### src/rtl/alu8_sequencer_if.sv
// Bundles the request, ALU-drive and response signals of the 8-bit ALU sequencer.
// Valid/ready rule: a transfer happens at a rising clk edge where valid and ready are
// both high; the source holds valid and its payload steady until that edge.
interface alu8_sequencer_if;
  logic       req_valid;
  logic       req_ready;
  logic [2:0] req_op;
  logic [7:0] req_a;
  logic [7:0] req_b;
  logic       req_cin;

  logic [3:0] alusel;
  logic [3:0] aluin_a;
  logic [3:0] aluin_b;
  logic       Cin;
  logic [3:0] alu_y;
  logic       alu_cf;
  logic       alu_ovf;

  logic       rsp_valid;
  logic       rsp_ready;
  logic [7:0] rsp_y;
  logic       rsp_nf;
  logic       rsp_zf;
  logic       rsp_cf;
  logic       rsp_ovf;

  modport master (
    input  req_valid, req_op, req_a, req_b, req_cin,
    input  alu_y, alu_cf, alu_ovf,
    input  rsp_ready,
    output req_ready,
    output alusel, aluin_a, aluin_b, Cin,
    output rsp_valid, rsp_y, rsp_nf, rsp_zf, rsp_cf, rsp_ovf
  );

  modport slave (
    output req_valid, req_op, req_a, req_b, req_cin,
    output alu_y, alu_cf, alu_ovf,
    output rsp_ready,
    input  req_ready,
    input  alusel, aluin_a, aluin_b, Cin,
    input  rsp_valid, rsp_y, rsp_nf, rsp_zf, rsp_cf, rsp_ovf
  );
endinterface

### src/rtl/alu8_sequencer.sv
// Runs 8-bit operations as two passes through an external combinational 4-bit ALU,
// low nibble first, chaining carry/borrow into the high pass through Cin.
module alu8_sequencer #(
  parameter logic [3:0] IDLE_SEL = 4'b0111
) (
  input  logic               clk,
  input  logic               rst,
  alu8_sequencer_if.master   bus,
  output logic [1:0]         dbg_state_o
);

  typedef enum logic [1:0] {
    S_IDLE = 2'd0,
    S_LOW  = 2'd1,
    S_HIGH = 2'd2,
    S_DONE = 2'd3
  } state_e;

  state_e     state_q;
  logic [2:0] op_q;
  logic [3:0] a_hi_q;
  logic [3:0] b_hi_q;
  logic [3:0] res_lo_q;
  logic       carry_q;

  logic [3:0] alusel_q;
  logic [3:0] aluin_a_q;
  logic [3:0] aluin_b_q;
  logic       alu_cin_q;

  logic       rsp_valid_q;
  logic [7:0] rsp_y_q;
  logic       rsp_nf_q;
  logic       rsp_zf_q;
  logic       rsp_cf_q;
  logic       rsp_ovf_q;

  // op[2] marks the logic ops; op[1] selects subtract; op[0] pulls in the external carry.
  function automatic logic [3:0] low_sel(input logic [2:0] op);
    return {op[2], 1'b0, op[1:0]};
  endfunction

  function automatic logic [3:0] high_sel(input logic [2:0] op);
    return op[2] ? {2'b10, op[1:0]} : {2'b00, op[1], 1'b1};
  endfunction

  always_ff @(posedge clk) begin
    if (rst) begin
      state_q     <= S_IDLE;
      op_q        <= 3'd0;
      a_hi_q      <= 4'd0;
      b_hi_q      <= 4'd0;
      res_lo_q    <= 4'd0;
      carry_q     <= 1'b0;
      alusel_q    <= IDLE_SEL;
      aluin_a_q   <= 4'd0;
      aluin_b_q   <= 4'd0;
      alu_cin_q   <= 1'b0;
      rsp_valid_q <= 1'b0;
      rsp_y_q     <= 8'd0;
      rsp_nf_q    <= 1'b0;
      rsp_zf_q    <= 1'b0;
      rsp_cf_q    <= 1'b0;
      rsp_ovf_q   <= 1'b0;
    end else begin
      case (state_q)
        S_IDLE: begin
          if (bus.req_valid) begin
            op_q      <= bus.req_op;
            a_hi_q    <= bus.req_a[7:4];
            b_hi_q    <= bus.req_b[7:4];
            alusel_q  <= low_sel(bus.req_op);
            aluin_a_q <= bus.req_a[3:0];
            aluin_b_q <= bus.req_b[3:0];
            alu_cin_q <= ~bus.req_op[2] & bus.req_op[0] & bus.req_cin;
            state_q   <= S_LOW;
          end
        end
        S_LOW: begin
          res_lo_q  <= bus.alu_y;
          carry_q   <= bus.alu_cf;
          alusel_q  <= high_sel(op_q);
          aluin_a_q <= a_hi_q;
          aluin_b_q <= b_hi_q;
          alu_cin_q <= bus.alu_cf;
          state_q   <= S_HIGH;
        end
        S_HIGH: begin
          rsp_y_q     <= {bus.alu_y, res_lo_q};
          rsp_nf_q    <= bus.alu_y[3];
          rsp_zf_q    <= ({bus.alu_y, res_lo_q} == 8'h00);
          rsp_cf_q    <= ~op_q[2] & bus.alu_cf;
          rsp_ovf_q   <= ~op_q[2] & bus.alu_ovf;
          rsp_valid_q <= 1'b1;
          alusel_q    <= IDLE_SEL;
          aluin_a_q   <= 4'd0;
          aluin_b_q   <= 4'd0;
          alu_cin_q   <= 1'b0;
          state_q     <= S_DONE;
        end
        S_DONE: begin
          if (bus.rsp_ready) begin
            rsp_valid_q <= 1'b0;
            state_q     <= S_IDLE;
          end
        end
        default: state_q <= S_IDLE;
      endcase
    end
  end

  assign bus.req_ready = (state_q == S_IDLE) & ~rst;
  assign bus.alusel    = alusel_q;
  assign bus.aluin_a   = aluin_a_q;
  assign bus.aluin_b   = aluin_b_q;
  assign bus.Cin       = alu_cin_q;
  assign bus.rsp_valid = rsp_valid_q;
  assign bus.rsp_y     = rsp_y_q;
  assign bus.rsp_nf    = rsp_nf_q;
  assign bus.rsp_zf    = rsp_zf_q;
  assign bus.rsp_cf    = rsp_cf_q;
  assign bus.rsp_ovf   = rsp_ovf_q;
  assign dbg_state_o   = state_q;

  // carry_q mirrors the Cin driven on the high pass and is kept for visibility.
  logic unused_carry;
  assign unused_carry = carry_q;

endmodule

### src/flat_wrapper.sv
// flat-port wrapper written by rule: the top's interface ports become plain ports
module alu8_sequencer_flat 
#(
  parameter logic [3:0] IDLE_SEL = 4'b0111
)
  (clk, rst, dbg_state_o, bus_req_valid, bus_req_op, bus_req_a, bus_req_b, bus_req_cin, bus_alu_y, bus_alu_cf, bus_alu_ovf, bus_rsp_ready, bus_req_ready, bus_alusel, bus_aluin_a, bus_aluin_b, bus_Cin, bus_rsp_valid, bus_rsp_y, bus_rsp_nf, bus_rsp_zf, bus_rsp_cf, bus_rsp_ovf);
  alu8_sequencer_if bus_i ();
  input  logic clk;
  input  logic rst;
  output logic [1:0] dbg_state_o;
  input wire logic [$bits(bus_i.req_valid)-1:0] bus_req_valid;
  input wire logic [$bits(bus_i.req_op)-1:0] bus_req_op;
  input wire logic [$bits(bus_i.req_a)-1:0] bus_req_a;
  input wire logic [$bits(bus_i.req_b)-1:0] bus_req_b;
  input wire logic [$bits(bus_i.req_cin)-1:0] bus_req_cin;
  input wire logic [$bits(bus_i.alu_y)-1:0] bus_alu_y;
  input wire logic [$bits(bus_i.alu_cf)-1:0] bus_alu_cf;
  input wire logic [$bits(bus_i.alu_ovf)-1:0] bus_alu_ovf;
  input wire logic [$bits(bus_i.rsp_ready)-1:0] bus_rsp_ready;
  output wire logic [$bits(bus_i.req_ready)-1:0] bus_req_ready;
  output wire logic [$bits(bus_i.alusel)-1:0] bus_alusel;
  output wire logic [$bits(bus_i.aluin_a)-1:0] bus_aluin_a;
  output wire logic [$bits(bus_i.aluin_b)-1:0] bus_aluin_b;
  output wire logic [$bits(bus_i.Cin)-1:0] bus_Cin;
  output wire logic [$bits(bus_i.rsp_valid)-1:0] bus_rsp_valid;
  output wire logic [$bits(bus_i.rsp_y)-1:0] bus_rsp_y;
  output wire logic [$bits(bus_i.rsp_nf)-1:0] bus_rsp_nf;
  output wire logic [$bits(bus_i.rsp_zf)-1:0] bus_rsp_zf;
  output wire logic [$bits(bus_i.rsp_cf)-1:0] bus_rsp_cf;
  output wire logic [$bits(bus_i.rsp_ovf)-1:0] bus_rsp_ovf;
  assign bus_i.req_valid = bus_req_valid;
  assign bus_i.req_op = bus_req_op;
  assign bus_i.req_a = bus_req_a;
  assign bus_i.req_b = bus_req_b;
  assign bus_i.req_cin = bus_req_cin;
  assign bus_i.alu_y = bus_alu_y;
  assign bus_i.alu_cf = bus_alu_cf;
  assign bus_i.alu_ovf = bus_alu_ovf;
  assign bus_i.rsp_ready = bus_rsp_ready;
  assign bus_req_ready = bus_i.req_ready;
  assign bus_alusel = bus_i.alusel;
  assign bus_aluin_a = bus_i.aluin_a;
  assign bus_aluin_b = bus_i.aluin_b;
  assign bus_Cin = bus_i.Cin;
  assign bus_rsp_valid = bus_i.rsp_valid;
  assign bus_rsp_y = bus_i.rsp_y;
  assign bus_rsp_nf = bus_i.rsp_nf;
  assign bus_rsp_zf = bus_i.rsp_zf;
  assign bus_rsp_cf = bus_i.rsp_cf;
  assign bus_rsp_ovf = bus_i.rsp_ovf;
  alu8_sequencer #(.IDLE_SEL(IDLE_SEL)) u_core (.clk(clk), .rst(rst), .bus(bus_i), .dbg_state_o(dbg_state_o));
endmodule
### config.mk
export PLATFORM = sky130hd
export DESIGN_NAME = alu8_sequencer_flat
export DESIGN_NICKNAME = d
export VERILOG_FILES = /design/src/rtl/alu8_sequencer_if.sv /design/src/rtl/alu8_sequencer.sv /design/src/flat_wrapper.sv
export SDC_FILE = /design/constraint.sdc
export NUM_CORES = 1
export LEC_CHECK = 0
export BUFFER_PORTS_ARGS = -buffer_cell sky130_fd_sc_hd__buf_2
export CAP_MARGIN = 20
export CORE_ASPECT_RATIO = 1.75
export CORE_MARGIN = 2
export CORE_UTILIZATION = 50
export DETAILED_ROUTE_END_ITERATION = 10
export PLACE_DENSITY = 0.77
export SLEW_MARGIN = 20
export SYNTH_ARGS = -nofsm -noshare
export SYNTH_HDL_FRONTEND = slang
export SYNTH_SLANG_ARGS = --single-unit
### constraint.sdc
create_clock -name clk -period 2.03 [get_ports clk]
set_input_delay 0.203 -clock clk [delete_from_list [all_inputs] [get_ports clk]]
set_output_delay 0.203 -clock clk [all_outputs]
set_load 0.1 [all_outputs]
==> flow_summary.json, run 1 <==
{
  "die_w_um": 50.5,
  "grt_usage": 0.202,
  "cts-buffers-inserted": 5,
  "clk_latency_ns": 0.29,
  "finalWirelength_mm": 3.96,
  "grt_pass1_vias": 1514,
  "critPathArrivalTime_ns": 1.67,
  "path_class": "register to output pin",
  "area_delta_synth_final_pct": 19.5,
  "ios": 59,
  "end_kind": "output pin",
  "cts_tree": "built",
  "grt_max_degree": 29,
  "via_per_inst": 5.18,
  "critPathMaxStageDelay_ns": 0.42,
  "ant_nets": 0,
  "cts_root_buf": "clkbuf_8",
  "clk_pin_slew_ns": 0.08,
  "drtIter0Drc": 25,
  "place_congestion": 0.852,
  "nets": 299,
  "yosys_warnings": 0,
  "synthDistinctLibCells": 30,
  "finalHoldViolCount": 0,
  "maxCapViolCount": 0,
  "syn_area_sq_um": 1890,
  "fin_skew_ns": 0.0109,
  "crit_fanout": 6,
  "nFillCells": 349,
  "vias": 1602,
  "cts.sinks": 42,
  "crit_family": "buffers and inverters",
  "grt_antenna_before_repair": 0,
  "die_h_um": 85.4,
  "cpMaxStageDelayCell": "buf_2",
  "ys_seq_elements": 42,
  "fmax_mhz": 534,
  "core_sq_um": 3630,
  "hp-class": "input port to register",
  "clk_path_buf_depth": 2,
  "required_ns": 1.83,
  "initial_utilization": 0.522,
  "hpwl_mm": 2.87,
  "timing.slew.headroom": 0.616,
  "drt-wirelength-per-cell_um": 12.8,
  "synth.avg_cell_area_sq_um": 9.15,
  "ctsHtreeMaxLevel": 2,
  "status": "complete, no violations",
  "yosys-top-cells-area": "dfxtp_1 (44%), mux2i_1 (6.3%), a21oi_1 (5.5%)",
  "synth_nets": 244,
  "crit_buf_inv": 2,
  "synth-seq-area-share": 0.444,
  "grt_overflow": 0,
  "dieArea_sq_um": 4320,
  "grt_setup_unrepaired": "false",
  "num_antenna_cells": 0,
  "min_period_over_period": 0.923,
  "grt_pass1_wl_mm": 6.71,
  "rows": 29,
  "mostFrequentLayoutCell": "buf_2",
  "min_period_ns": 1.87,
  "io_buffers": 58,
  "post_cts_buffers": 0,
  "synth_top_area_frac": 0.444,
  "start_kind": "register",
  "tightestPinTransition_ns": 0.576,
  "path_cells": "inv_1, ha_1, nor2b_4, buf_2",
  "seq_area_sq_um": 843,
  "layout_common_cells": "buf_2 (58), dfxtp_1 (40), nand2_1 (25)",
  "drc_errors": 0,
  "multi_input_area_sq_um": 948,
  "cts.repair.resized": 0,
  "yosys.area.top_type": "dfxtp_1",
  "setup_viol": 0,
  "hold_buffers": 0,
  "slew_viol_final": 0,
  "first_pass_iters": 6,
  "syn_inst": 207,
  "finalSetupTns_ns": 0,
  "layout-drive-gt1-share": 0.323
}
[cell usage after synthesis, drive strengths merged]
master,instances
nor2,18
o21ai,4
and2b,1
nand2,25
mux2i,12
inv,4
clkbuf,3
nor4,3
a22oi,1
dfxtp,42
nor2b,5
a21oi,28
ha,7
nand3,15
a311oi,10
and2,1
o311ai,1
nand2b,14
nor3,1
buf,10
o211ai,2
[sequential cells by signal, summed over array words and instances, names as in the netlist]
name,cells
u_core.bus.alusel,4
u_core.dbg_state_o,2
u_core.op_q,3
u_core.bus.rsp_y,8
u_core.bus.aluin_b,4
u_core.bus.rsp_ovf,1
u_core.res_lo_q,4
u_core.bus.rsp_cf,1
u_core.bus.Cin,1
u_core.a_hi_q,4
u_core.b_hi_q,4
u_core.bus.aluin_a,4
u_core.bus.rsp_valid,1
u_core.bus.rsp_zf,1
[final timing paths]
path                          from                    end  slack [ns]  cells after the start
min                   bus_req_a[5]       u_core.a_hi_q[1]        0.14                      3
max reg2reg  u_core.dbg_state_o[0]  u_core.bus.aluin_a[0]        0.35                      4
min reg2reg         u_core.op_q[0]         u_core.op_q[0]        0.45                      2
max          u_core.dbg_state_o[0]          bus_req_ready        0.16                      4
[worst min-delay path, delay by kind of cell]
family,cells,cell delay [ns]
AOI/OAI and AO/OA,1,0.05
buffers and inverters,1,0.09
and+or+nand+nor,1,0.05
[final cells by class]
| type | count | area share |
|---|---|---|
| inverter | 4 | 0.00663 |
| clock inverter | 2 | 0.00608 |
| tap | 46 | 0.0254 |
| sequential | 42 | 0.373 |
| timing repair buffer | 61 | 0.138 |
| multi-input combinational | 148 | 0.419 |
| clock buffer | 6 | 0.0321 |
[kinds of logic after synthesis]
kind of cell             synth area share
multiplexers                       0.0634
AO/OA/AOI/OAI                       0.170
flip-flops                          0.444
adder cells (fa/ha/maj)            0.0462
AND/OR/NAND/NOR                     0.217
buffers and inverters              0.0594
[through the flow]
step | instance area, sq um | cells | setup WS [ns] | util | hold WS [ns]
after floorplan | 1900 | 207 | 0.176 | - | 0.339
after global placement | 2180 | 301 | 0.419 | 0.600 | 0.435
after detailed placement | 2180 | 301 | 0.366 | 0.600 | 0.444
after CTS | 2260 | 309 | 0.130 | 0.624 | 0.126
after global routing | 2260 | 309 | 0.0424 | 0.624 | 0.137
final | 2260 | 309 | 0.157 | 0.624 | 0.137
[routing by layer]
layer	vias to the layer above	track usage	share of wire	routed length [um]
li1	826	-	-	-
met1	723	0.230	0.41	1640
met2	45	0.337	0.51	2010
met3	8	0.0493	0.053	211
met4	0	0.115	0.027	107
met5	-	0	0	0
Power of run 1 is left out: the tool's default activity adds up to more than one toggle a clock period on the data nets, which glitch-free logic cannot reach.
==> inputs of run 2 (changes only) <==
CORE_UTILIZATION = 52   (was 50)
CTS_BUF_LIST = sky130_fd_sc_hd__clkbuf_2 sky130_fd_sc_hd__clkbuf_4 sky130_fd_sc_hd__clkbuf_8   (was not set)
PLACE_DENSITY = 0.8   (was 0.77)
==> run 2 against run 1 <==
Against the previous run:
- cell area increased by 0.17%
- sequential share of layout area decreased by 0.062 points
- worst hold slack improved by 0.0020 ns
- utilization increased by 1.4 points
- critical path type unchanged
- critical endpoint unchanged
- clock skew decreased by 0.0041 ns
- worst setup slack got worse by 0.021 ns
==> flow_summary.json, run 2 (synthesis results as in run 1) <==
{
  "tightestPinTransition_ns": 0.605,
  "cts.sinks": 42,
  "placed_cells": 301,
  "clk_pin_slew_ns": 0.08,
  "cts.repair.resized": 0,
  "nets": 299,
  "finalSetupTns_ns": 0,
  "end_kind": "output pin",
  "fin_skew_ns": 0.00682,
  "status": "complete, no violations",
  "rows": 29,
  "critPathArrivalTime_ns": 1.69,
  "final_area_sq_um": 2270,
  "finalWirelength_mm": 4.00,
  "crit_fanout": 6,
  "num_antenna_cells": 0,
  "via_per_inst": 5.27,
  "grt_overflow": 0,
  "layout_common_cells": "buf_2 (58), dfxtp_1 (40), nand2_1 (25)",
  "io_buffers": 58,
  "grt_pass1_wl_mm": 6.64,
  "timing.slew.headroom": 0.597,
  "die_h_um": 83.8,
  "wirelength_met1_mm": 1.52,
  "drt-wirelength-per-cell_um": 13.0,
  "grt_pass1_vias": 1574,
  "place_area_sq_um": 2180,
  "stdcell_count": 309,
  "grt_max_degree": 25,
  "post_cts_buffers": 0,
  "area_delta_synth_final_pct": 19.7,
  "largest_register_ffs": 8,
  "hpwl_mm": 3.02,
  "grt_setup_unrepaired": "false",
  "slew_viol_final": 0,
  "required_ns": 1.83,
  "setup_viol": 0,
  "dieArea_sq_um": 4160,
  "cts_root_buf": "clkbuf_8",
  "drtIter0Drc": 10,
  "clk_latency_ns": 0.30,
  "clk_path_buf_depth": 2,
  "start_kind": "register",
  "ant_nets": 0,
  "cts-buffers-inserted": 5,
  "place_congestion": 0.888,
  "ios": 59,
  "hold_buffers": 0,
  "mostFrequentLayoutCell": "buf_2",
  "vias": 1629,
  "maxCapViolCount": 0,
  "core_sq_um": 3560,
  "die_w_um": 49.6,
  "hp-class": "input port to register",
  "cts_tree": "built",
  "drc_errors": 0,
  "route.met3.wl_um": 223,
  "layout-drive-gt1-share": 0.327,
  "dr_wl_met2_mm": 2.13,
  "grt_usage": 0.205,
  "min_period_over_period": 0.933,
  "fin_util": 0.638,
  "finalHoldViolCount": 0,
  "ctsHtreeMaxLevel": 2,
  "path_class": "register to output pin",
  "fmax_mhz": 528,
  "first_pass_iters": 4,
  "min_period_ns": 1.89,
  "top_layer": "met4",
  "initial_utilization": 0.533,
  "grt_antenna_before_repair": 0
}
run 2: critical path, cell delays in order, from the launching register on:
cell and delay (ns):
dfxtp_2 0.36, inv_1 0.13, ha_1 0.30, nor2b_4 0.18, buf_2 0.42
run 2: area by class of cell:
| class | instances | area [sq um] |
|---|---|---|
| Clock buffer | 6 | 76.3 |
| Clock inverter | 2 | 13.8 |
| Fill cell | 357 | 1290 |
| Inverter | 4 | 15.0 |
| Multi-Input combinational cell | 148 | 948 |
| Sequential cell | 42 | 843 |
| Tap cell | 46 | 57.6 |
| Timing Repair Buffer | 61 | 313 |
run 2: worst paths after layout:
kind | slack, ns | end | from | cells after the start
max | 0.14 | bus_req_ready | u_core.dbg_state_o[0] | 4
min | 0.14 | u_core.bus.rsp_ovf | bus_alu_ovf | 3
max reg2reg | 0.27 | u_core.bus.aluin_a[0] | u_core.dbg_state_o[0] | 4
min reg2reg | 0.46 | u_core.b_hi_q[3] | u_core.b_hi_q[3] | 2
run 2: through the flow:
stage / setup slack (ns) / hold WS [ns]
after global placement: 0.415 / 0.434
after CTS: 0.121 / 0.129
after detailed placement: 0.285 / 0.447
final: 0.136 / 0.139
after global routing: 0.0621 / 0.132
after floorplan: 0.176 / 0.339
run 2: layer usage:
metal / track usage / vias to the layer above
met1: 0.199 / 750
met5: 0 / -
li1: - / 825
met3: 0.0520 / 10
met4: 0.116 / 0
met2: 0.375 / 44
Power of run 2 is left out for the same reason.
